===== config.mk =====
export PLATFORM = sky130hd
export DESIGN_NAME = decode_stage
export DESIGN_NICKNAME = d
export VERILOG_FILES = /design/src/rtl/decode_stage.sv
export SDC_FILE = /design/constraint.sdc
export NUM_CORES = 1
export LEC_CHECK = 0
export ABC_AREA = 1
export CORE_ASPECT_RATIO = 2
export CORE_MARGIN = 2
export CORE_UTILIZATION = 30
export CTS_BUF_LIST = sky130_fd_sc_hd__clkbuf_4 sky130_fd_sc_hd__clkbuf_8 sky130_fd_sc_hd__clkbuf_16
export CTS_CLUSTER_SIZE = 20
export DETAILED_ROUTE_END_ITERATION = 7
export PLACE_DENSITY = 0.53
export SLEW_MARGIN = 25
export SYNTH_ARGS = -nofsm -noshare
export SYNTH_HDL_FRONTEND = slang
export SYNTH_SLANG_ARGS = --single-unit
export TNS_END_PERCENT = 10

===== constraint.sdc =====
create_clock -name clk -period 2.02 [get_ports clk]
set_clock_uncertainty 0.05 [all_clocks]
set_input_delay 0.202 -clock clk [delete_from_list [all_inputs] [get_ports clk]]
set_output_delay 0.202 -clock clk [all_outputs]
set_load 0.05 [all_outputs]

===== src/rtl/decode_stage.sv =====
// decode_stage: instruction-decode stage sitting directly behind fetch.
// Decodes the 16-bit instruction, reads operands from a 16x16 register file
// with write-through bypass, and registers the result into the ID/EX register.
// A load-use hazard raises a one-cycle stall. Flushed, invalid and stalled
// slots enter ID/EX as bubbles.
//
// Ports:
//   clk, rst_n          clock; asynchronous active-low reset
//   if_pc/if_inst       pc and instruction word presented by fetch
//   if_inst_invalid     fetch slot carries no instruction
//   ex_flush            branch taken in EX; squash the instruction in decode
//   wb_en/addr/data     register-file write port, bypassed to the reads
//   stall               combinational; fetch holds its pc
//   id_*                ID/EX pipeline register contents
module decode_stage #(
  parameter int unsigned NREGS = 16,
  parameter int unsigned DW    = 16
) (
  input  logic          clk,
  input  logic          rst_n,
  input  logic [DW-1:0] if_pc,
  input  logic [15:0]   if_inst,
  input  logic          if_inst_invalid,
  input  logic          ex_flush,
  input  logic          wb_en,
  input  logic [3:0]    wb_addr,
  input  logic [DW-1:0] wb_data,
  output logic          stall,
  output logic          id_valid,
  output logic [DW-1:0] id_pc,
  output logic [3:0]    id_opcode,
  output logic [3:0]    id_rd,
  output logic [DW-1:0] id_a,
  output logic [DW-1:0] id_b,
  output logic [DW-1:0] id_imm,
  output logic          id_wr_en,
  output logic          id_is_load,
  output logic          id_is_store,
  output logic          id_illegal
);

  localparam logic [3:0] OpNop = 4'h0;
  localparam logic [3:0] OpAdd = 4'h1;
  localparam logic [3:0] OpSub = 4'h2;
  localparam logic [3:0] OpAnd = 4'h3;
  localparam logic [3:0] OpOr  = 4'h4;
  localparam logic [3:0] OpLdi = 4'h5;
  localparam logic [3:0] OpLd  = 4'h6;
  localparam logic [3:0] OpSt  = 4'h7;
  localparam logic [3:0] OpBez = 4'h8;
  localparam logic [3:0] OpJmp = 4'h9;

  // Instruction fields
  logic [3:0] op, rd, rs, rt;
  assign op = if_inst[15:12];
  assign rd = if_inst[11:8];
  assign rs = if_inst[7:4];
  assign rt = if_inst[3:0];

  // Decode
  logic       uses_a, uses_b, wr_en, is_load, is_store, illegal;
  logic [3:0] a_addr;

  always_comb begin
    uses_a   = 1'b0;
    uses_b   = 1'b0;
    a_addr   = rs;
    wr_en    = 1'b0;
    is_load  = 1'b0;
    is_store = 1'b0;
    illegal  = 1'b0;
    case (op)
      OpAdd, OpSub, OpAnd, OpOr: begin
        uses_a = 1'b1;
        uses_b = 1'b1;
        wr_en  = 1'b1;
      end
      OpLdi: wr_en = 1'b1;
      OpLd: begin
        uses_a  = 1'b1;
        wr_en   = 1'b1;
        is_load = 1'b1;
      end
      OpSt: begin
        uses_a   = 1'b1;
        uses_b   = 1'b1;
        is_store = 1'b1;
      end
      OpBez: begin
        uses_a = 1'b1;
        a_addr = rd;  // branch tests the register named in the rd field
      end
      OpNop, OpJmp: ;
      default: illegal = 1'b1;
    endcase
  end

  // Register file; r0 is never written so it stays zero.
  logic [DW-1:0] rf_q [NREGS];

  always_ff @(posedge clk or negedge rst_n) begin
    if (!rst_n) begin
      for (int i = 0; i < int'(NREGS); i++) begin
        rf_q[i] <= '0;
      end
    end else if (wb_en && (wb_addr != 4'd0)) begin
      rf_q[wb_addr] <= wb_data;
    end
  end

  // Asynchronous reads with write-through bypass from the write port
  logic [DW-1:0] a_rd, b_rd, a_val, b_val;
  assign a_rd = (a_addr == 4'd0) ? '0 :
                (wb_en && (wb_addr == a_addr)) ? wb_data : rf_q[a_addr];
  assign b_rd = (rt == 4'd0) ? '0 :
                (wb_en && (wb_addr == rt)) ? wb_data : rf_q[rt];
  assign a_val = uses_a ? a_rd : '0;
  assign b_val = uses_b ? b_rd : '0;

  // ID/EX register
  logic          id_valid_q, id_wr_en_q, id_is_load_q, id_is_store_q, id_illegal_q;
  logic [DW-1:0] id_pc_q, id_a_q, id_b_q, id_imm_q;
  logic [3:0]    id_opcode_q, id_rd_q;

  // Load-use hazard: the load in ID/EX has not produced data yet, so the
  // dependent instruction waits one cycle. Flush and invalid slots win.
  logic src_hit, bubble;
  assign src_hit = (uses_a && (a_addr == id_rd_q)) || (uses_b && (rt == id_rd_q));
  assign stall   = id_valid_q && id_is_load_q && id_wr_en_q && (id_rd_q != 4'd0) &&
                   src_hit && !if_inst_invalid && !ex_flush;
  assign bubble  = ex_flush || if_inst_invalid || stall;

  always_ff @(posedge clk or negedge rst_n) begin
    if (!rst_n) begin
      id_valid_q    <= 1'b0;
      id_pc_q       <= '0;
      id_opcode_q   <= '0;
      id_rd_q       <= '0;
      id_a_q        <= '0;
      id_b_q        <= '0;
      id_imm_q      <= '0;
      id_wr_en_q    <= 1'b0;
      id_is_load_q  <= 1'b0;
      id_is_store_q <= 1'b0;
      id_illegal_q  <= 1'b0;
    end else if (bubble) begin
      id_valid_q    <= 1'b0;
      id_pc_q       <= '0;
      id_opcode_q   <= '0;
      id_rd_q       <= '0;
      id_a_q        <= '0;
      id_b_q        <= '0;
      id_imm_q      <= '0;
      id_wr_en_q    <= 1'b0;
      id_is_load_q  <= 1'b0;
      id_is_store_q <= 1'b0;
      id_illegal_q  <= 1'b0;
    end else begin
      id_valid_q    <= 1'b1;
      id_pc_q       <= if_pc;
      id_opcode_q   <= op;
      id_rd_q       <= rd;
      id_a_q        <= a_val;
      id_b_q        <= b_val;
      id_imm_q      <= {{(DW-8){if_inst[7]}}, if_inst[7:0]};
      id_wr_en_q    <= wr_en;
      id_is_load_q  <= is_load;
      id_is_store_q <= is_store;
      id_illegal_q  <= illegal;
    end
  end

  assign id_valid    = id_valid_q;
  assign id_pc       = id_pc_q;
  assign id_opcode   = id_opcode_q;
  assign id_rd       = id_rd_q;
  assign id_a        = id_a_q;
  assign id_b        = id_b_q;
  assign id_imm      = id_imm_q;
  assign id_wr_en    = id_wr_en_q;
  assign id_is_load  = id_is_load_q;
  assign id_is_store = id_is_store_q;
  assign id_illegal  = id_illegal_q;

endmodule

==> results of run 1 <==
final cells by class:
cell class / count / share of cell area [%]
sequential: 325 / 37.0
tap: 750 / 4.27
antenna: 3 / 0.0342
multi-input combinational: 1640 / 34.7
inverter: 118 / 2.07
timing repair buffer: 344 / 16.3
clock inverter: 8 / 0.587
clock buffer: 54 / 5.02
logic make-up (layout without fill, tap and decap cells):
group           count (synthesis)  after routing
simple gates                 1144           1144
compound gates                491            491
flops                         325            325
buf+inv                       324            524
xor+xnor                        5              5
other cells                     0              3
worst max-delay path, stage by stage, from the launching register on:
cell and delay [ns]:
dfrtp_1 0.42, xor2_1 0.17, a21oi_2 0.12, nand4_1 0.10, nand2_1 0.12, nand2_4 0.10, inv_4 0.09, buf_12 0.13
timing repair:
action                     4_1_cts  5_1_grt
setup endpoints to repair       26        3
pin swaps                        5        4
hold endpoints to repair       117        0
gates resized for setup         39        5
hold buffers                     1        0
buffers inserted                 3        2
power by group:
| group | internal (mW) | switching (mW) | leakage [nW] |
|---|---|---|---|
| Combinational | 1.65 | 2.60 | 5.45 |
| Sequential | 7.59 | 0.882 | 4.15 |
| Clock | 4.17 | 2.88 | 0.620 |
metal layers:
layer	wire length (um)	share of wire [%]
met1	25500	34
met4	8400	11
met3	5020	6.6
met2	36900	49
met5	0	0
worst paths after layout:
kind,to,start,depth (start not counted),slack (ns)
max in group asynchronous,rf_q[169],rst_n,3,0.98
max reg2reg,id_a[3],id_rd[0],11,0.13
max,stall,id_rd[0],7,-0.04
min in group asynchronous,id_b[3],rst_n,2,0.13
min,id_pc[7],if_pc[7],3,0.12
min reg2reg,rf_q[246],rf_q[246],0,0.35
stage by stage:
| step | power [mW] | area, um2 | utilization (%) | setup TNS [ns] |
|---|---|---|---|---|
| global placement | 12.7 | 20700 | 36.8 | -36.08 |
| finish | 19.8 | 22000 | 39.1 | -0.0380 |
| detailed placement | 12.8 | 20700 | 36.8 | -37.03 |
| CTS | 19.9 | 21900 | 39.0 | -0.0843 |
| global route | 20.7 | 22000 | 39.1 | -0.136 |
| floorplan | 10.8 | 17000 | - | 0 |
registers in the layout (all words and copies together), names as in the netlist:
register	flops
id_a	16
id_b	16
id_illegal	1
id_imm	8
id_is_load	1
id_is_store	1
id_opcode	4
id_pc	16
id_rd	4
id_valid	1
id_wr_en	1
rf_q	256
synthesized netlist by cell type, drive strengths merged (2+ instances only):
cell    instances
clkinv          2
nand4          51
o22ai          17
nand3         290
o221ai         30
buf            68
xor2            2
xnor2           3
nor3            5
a21oi          99
inv           116
clkbuf        138
o21ai         341
nand2         584
dfrtp         325
nor2          213
==> load_flow_metrics.sql, run 1 <==
INSERT INTO impl_metrics (metric_group, metric, value, unit) VALUES
('run_status', 'result_of_the_run', 'finished, violations left', ''),
('run_status', 'failed_checks', 'setup timing', ''),
('power_and_ir_drop', 'leakage', '10.2', 'nW'),
('synth', 'mappedNetlistArea', '17000', 'um2'),
('grt', 'groute.layer.met3.usage', '4.20', '%'),
('detailed_routing', 'route.vias.total', '17589', ''),
('place', 'gp_congestion', '0.923', ''),
('critical_path', 'cp_max_fo', '4', ''),
('detailed_routing', 'detail_routed_net_length_per_standard_cell', '23.4', 'um'),
('place', 'hpwlAfterDp', '50700', 'um'),
('cts', 'clkSlewWorstSetupHoldPaths', '0.06', 'ns'),
('finish', 'nFillCells', '5704', ''),
('hold_path', 'hold_path.class', 'in -> reg', ''),
('timing', 'relSlewSlack', '61.1', '%'),
('timing', 'timing_worst_slew_pin_value', '0.582', 'ns'),
('synth', 'synth-edff-count', '0', ''),
('synth', 'ys_ff_latch', '325', ''),
('grt', 'antenna_found_initial', '3', ''),
('cts', 'cts_tree', 'built', ''),
('critical_path', 'timing.critical_path.from_type', 'flop', ''),
('cts', 'cts_buffer_depth', '3', ''),
('detailed_routing', 'ant_nets', '0', ''),
('grt', 'pin_count_of_the_biggest_net_entering_global_routing', '65', ''),
('place', 'placed_cells', '3171', ''),
('timing', 'timing.final.ws_setup', '-0.0380', 'ns'),
('detailed_routing', 'drt_pass1_iterations', '5', ''),
('synth', 'share_of_the_synthesized_area_in_the_top_cell_type', '47.7', '%'),
('synth', 'mappedNetlistNets', '2346', ''),
('finish', 'syn_to_final_growth', '28.8', '%'),
('finish', 'layout-drive-gt1-share', '12.9', '%'),
('place', 'placement.setup.worst_slack', '-0.681', 'ns'),
('power_and_ir_drop', 'power_per_cell_area', '900', 'nW/um2'),
('critical_path', 'critPathCaptureType', 'output port', ''),
('finish', 'commonest_cells_after_routing_fill_and_taps_aside', 'nand2_1 (571), o21ai_0 (341), dfrtp_1 (324)', ''),
('grt', 'groute.layer.met1.usage', '26.6', '%'),
('synth', 'synth_compound_gate_area_share', '15.4', '%'),
('grt', 'grt-ovfl-total', '0', ''),
('grt', 'number_of_global_route_vias_before_repair', '17558', ''),
('die', 'fp.dieW', '173', 'um'),
('die', 'die-height', '341', 'um'),
('die', 'initial_core_util', '30.3', '%'),
('cts', 'htree_num_levels', '2', ''),
('synth', 'post_synth_fa_ha_maj_area_fraction', '0', '%'),
('finish', 'finalNonFillerCells', '3242', ''),
('flow_run', 'drv.max_cap_violation_count', '0', ''),
('die', 'design.die.area', '58900', 'um2'),
('power_and_ir_drop', 'vdd_drop_max', '0.490', 'mV'),
('die', 'floorplan.io_pins', '135', ''),
('synth', 'sequential_element_share_of_the_synthesized_area', '47.7', '%'),
('synth', 'yosysUniqueCellTypes', '32', ''),
('die', 'core_area', '56200', 'um2'),
('synth', 'postSynthCellCount', '2289', ''),
('synth', 'synthTopCellsByArea', 'dfrtp_1 (48%), nand2_1 (13%), o21ai_0 (10%)', ''),
('timing', 'post-route-min-period', '2.06', 'ns'),
('grt', 'busiest_layer', 'met2', ''),
('timing', 'grt_setup_unrepaired', 'yes', ''),
('synth', 'post_synth_mux_area_share', '0', '%'),
('timing', 'timing_max_transition_violations_final', '0', ''),
('critical_path', 'cp_data_arrival_time', '1.81', 'ns'),
('finish', 'layout.cells.most_common', 'nand2_1', ''),
('grt', 'grt_pass1_wl', '112000', 'um'),
('finish', 'multi_input_comb_area', '7620', 'um2'),
('synth', 'post-synth-top-area-cell', 'dfrtp_1', ''),
('detailed_routing', 'drc_errors', '0', ''),
('synth', 'yosys_warning_total', '0', ''),
('die', 'floorplan.rows', '123', ''),
('detailed_routing', 'wl', '75800', 'um'),
('critical_path', 'worstSetupPathType', 'reg -> out', ''),
('critical_path', 'worst_ep_required_time', '1.77', 'ns'),
('detailed_routing', 'dr.first_iter.drc_count', '1913', ''),
('timing', 'finalSetupViolations', '1', '');
Note: power is estimated with default switching activity, not from simulation.
==> inputs of run 2 (changes only) <==
CORE_MARGIN = not set   (was 2)
CTS_BUF_LIST = sky130_fd_sc_hd__clkbuf_8   (was sky130_fd_sc_hd__clkbuf_4 sky130_fd_sc_hd__clkbuf_8 sky130_fd_sc_hd__clkbuf_16)
==> run 2 against run 1 <==
Net effect:
- via count rose by 1.0%
- setup slack worse by 0.085 ns
- final cell count is 1.5% higher
- largest power group unchanged
- first-iteration DRC count down 16%
- sequential cell count is the same
- clock power is 14% lower
- register-to-register slack about the same
- sequential share of layout area is 0.054 points higher
- final area decreased by 0.11%
- the flow still finishes with violations (setup timing)
==> load_flow_metrics.sql, run 2 (synthesized netlist as in run 1, its figures left out) <==
INSERT INTO impl_metrics (metric_group, metric, value, unit) VALUES
('run_status', 'result_of_the_run', 'finished, violations left', ''),
('run_status', 'failed_checks', 'setup timing', ''),
('timing', 'fin_crit_sh', '106', '%'),
('cts', 'cts_buffer_depth', '3', ''),
('finish', 'syn_to_final_growth', '28.7', '%'),
('hold_path', 'worst_hold_path.num_cells', '5', ''),
('power_and_ir_drop', 'power_per_cell_area', '859', 'nW/um2'),
('cts', 'cts_sinks', '325', ''),
('finish', 'number_of_flip_flops_in_the_largest_register', '256', ''),
('critical_path', 'worst_r2r_path_depth', '11', ''),
('finish', 'layout.cell_area.non_filler', '21900', 'um2'),
('timing', 'finalSetupViolations', '1', ''),
('power_and_ir_drop', 'leakage', '10.5', 'nW'),
('detailed_routing', 'detail_routed_net_length_per_standard_cell', '23.5', 'um'),
('timing', 'totalNegativeSetupSlack', '-0.123', 'ns'),
('timing', 'grt_setup_unrepaired', 'yes', ''),
('die', 'floorplan.io_pins', '135', ''),
('grt', 'grt_pass1_wl', '115000', 'um'),
('die', 'floorplan.rows', '123', ''),
('hold_path', 'hold_path.class', 'in -> reg', ''),
('critical_path', 'critical_path.top_delay_family', 'buffers and inverters', ''),
('place', 'gp_congestion', '0.948', ''),
('die', 'design.die.area', '57800', 'um2'),
('finish', 'finish.utilization', '39.1', '%'),
('timing', 'timing_max_transition_violations_final', '0', ''),
('critical_path', 'critical_path_depth', '6', ''),
('detailed_routing', 'dr.first_iter.drc_count', '1603', ''),
('cts', 'clk_lat_worst_skew', '0.67', 'ns'),
('die', 'die-height', '339', 'um'),
('detailed_routing', 'route.vias.total', '17766', ''),
('timing', 'relSlewSlack', '63.1', '%'),
('finish', 'layout-drive-gt1-share', '13.8', '%'),
('timing', 'post-route-min-period', '2.14', 'ns'),
('detailed_routing', 'drc_errors', '0', ''),
('place', 'hpwlAfterDp', '53100', 'um'),
('flow_run', 'drv.max_cap_violation_count', '0', ''),
('cts', 'cts-buffers-inserted', '53', ''),
('die', 'initial_core_util', '30.3', '%'),
('finish', 'seq_area', '8140', 'um2'),
('cts', 'htree_num_levels', '2', ''),
('finish', 'multi_input_comb_area', '7630', 'um2'),
('place', 'placedInstanceArea', '20700', 'um2'),
('grt', 'groute.layer.met3.usage', '4.21', '%'),
('critical_path', 'worst_path_max_delay_cell', 'dfrtp_1', ''),
('grt', 'groute.layer.met1.usage', '29.0', '%'),
('timing', 'fmaxAchievable', '467', 'MHz'),
('detailed_routing', 'post_dr_vias_cell', '5.40', ''),
('finish', 'layout.cells.most_common', 'nand2_1', ''),
('detailed_routing', 'drt_pass1_iterations', '8', ''),
('critical_path', 'slowest_delay', '0.45', 'ns'),
('critical_path', 'critPathCaptureType', 'output port', ''),
('critical_path', 'worstSetupPathType', 'reg -> out', ''),
('finish', 'finalNonFillerCells', '3290', ''),
('cts', 'clkSlewWorstSetupHoldPaths', '0.07', 'ns'),
('critical_path', 'cp_cell_sequence', 'inv_1, a41oi_1, buf_4, nand2_4, inv_4, buf_12', ''),
('grt', 'grt-ovfl-total', '0', ''),
('detailed_routing', 'ant_nets', '0', ''),
('grt', 'groute.usage.overall', '27.2', '%'),
('cts', 'cts_tree', 'built', ''),
('timing', 'timing.final.ws_setup', '-0.123', 'ns'),
('power_and_ir_drop', 'vdd_drop_max', '0.465', 'mV'),
('place', 'placed_cells', '3179', ''),
('grt', 'number_of_global_route_vias_before_repair', '18097', ''),
('grt', 'antenna_found_initial', '4', ''),
('grt', 'busiest_layer', 'met2', ''),
('finish', 'max_flop_register', 'rf_q', ''),
('critical_path', 'worst_ep_required_time', '1.77', 'ns'),
('die', 'core_area', '56200', 'um2'),
('grt', 'grt_use_met2', '46.4', '%'),
('critical_path', 'cp_max_fo', '4', ''),
('detailed_routing', 'wl', '77300', 'um'),
('finish', 'nFillCells', '5788', ''),
('critical_path', 'cp_data_arrival_time', '1.89', 'ns'),
('timing', 'final-hold-violation-count', '0', ''),
('cts', 'root_buffer', 'clkbuf_8', ''),
('finish', 'commonest_cells_after_routing_fill_and_taps_aside', 'nand2_1 (571), o21ai_0 (341), dfrtp_1 (322)', ''),
('critical_path', 'critPathBufInv', '4', ''),
('die', 'fp.dieW', '171', 'um'),
('place', 'port_buf_inserts', '134', ''),
('finish', 'nets', '2556', ''),
('critical_path', 'timing.critical_path.from_type', 'flop', ''),
('grt', 'pin_count_of_the_biggest_net_entering_global_routing', '55', ''),
('timing', 'timing_worst_slew_pin_value', '0.556', 'ns');
[run 2: final timing paths]
kind | from | end | slack (ns)
max | id_rd[2] | stall | -0.12
min | if_inst[15] | id_wr_en | 0.0007
max reg2reg | id_rd[0] | id_is_load | 0.14
min reg2reg | rf_q[254] | rf_q[254] | 0.35
max in group asynchronous | rst_n | rf_q[32] | 1.16
min in group asynchronous | rst_n | id_illegal | 0.04
[run 2: stage by stage]
step | power, mW | hold WS, ns | setup WS, ns
finish | 18.8 | 0.000692 | -0.123
global route | 19.8 | 0.0242 | -0.206
CTS | 18.9 | 0.000120 | -0.236
detailed placement | 12.8 | 0.128 | -0.565
global placement | 12.7 | 0.126 | -0.564
floorplan | 10.8 | -0.144 | 0.0331
[run 2: layout make-up]
| type | instances | share of cell area [%] |
|---|---|---|
| flip-flops and latches | 325 | 37.1 |
| multi-input cells | 1640 | 34.8 |
| repair buffers | 361 | 16.8 |
| well taps | 750 | 4.28 |
| clock buffers | 68 | 4.27 |
| inverters | 118 | 2.08 |
| clock inverters | 25 | 0.696 |
| diodes | 3 | 0.0342 |
[run 2: per-layer routing]
layer  routed length (um)  vias up
met3                 5320      299
met1                26300     8536
met5                    0        -
met4                 7310        0
li1                     -     8016
met2                38400      915
[run 2: worst min-delay path, stage by stage]
cell and delay [ns]:
dlymetal6s2s_1 0.12, buf_4 0.13, nor2_1 0.05, o21ai_0 0.07
a21oi_1 0.07
[run 2: repair_timing]
action / 4_1_cts / 5_1_grt
hold buffers: 9 / 1
endpoints found under the setup margin: 77 / 41
pin swaps: 3 / 5
setup buffers: 2 / 3
gates resized for setup: 87 / 12
endpoints found under the hold margin: 333 / 2
[run 2: where the power goes]
group | internal, mW | total [mW] | switching [mW]
clock network | 3.15 | 6.06 | 2.91
registers | 7.59 | 8.50 | 0.910
logic | 1.65 | 4.28 | 2.63
total | 12.4 | 18.8 | 6.45
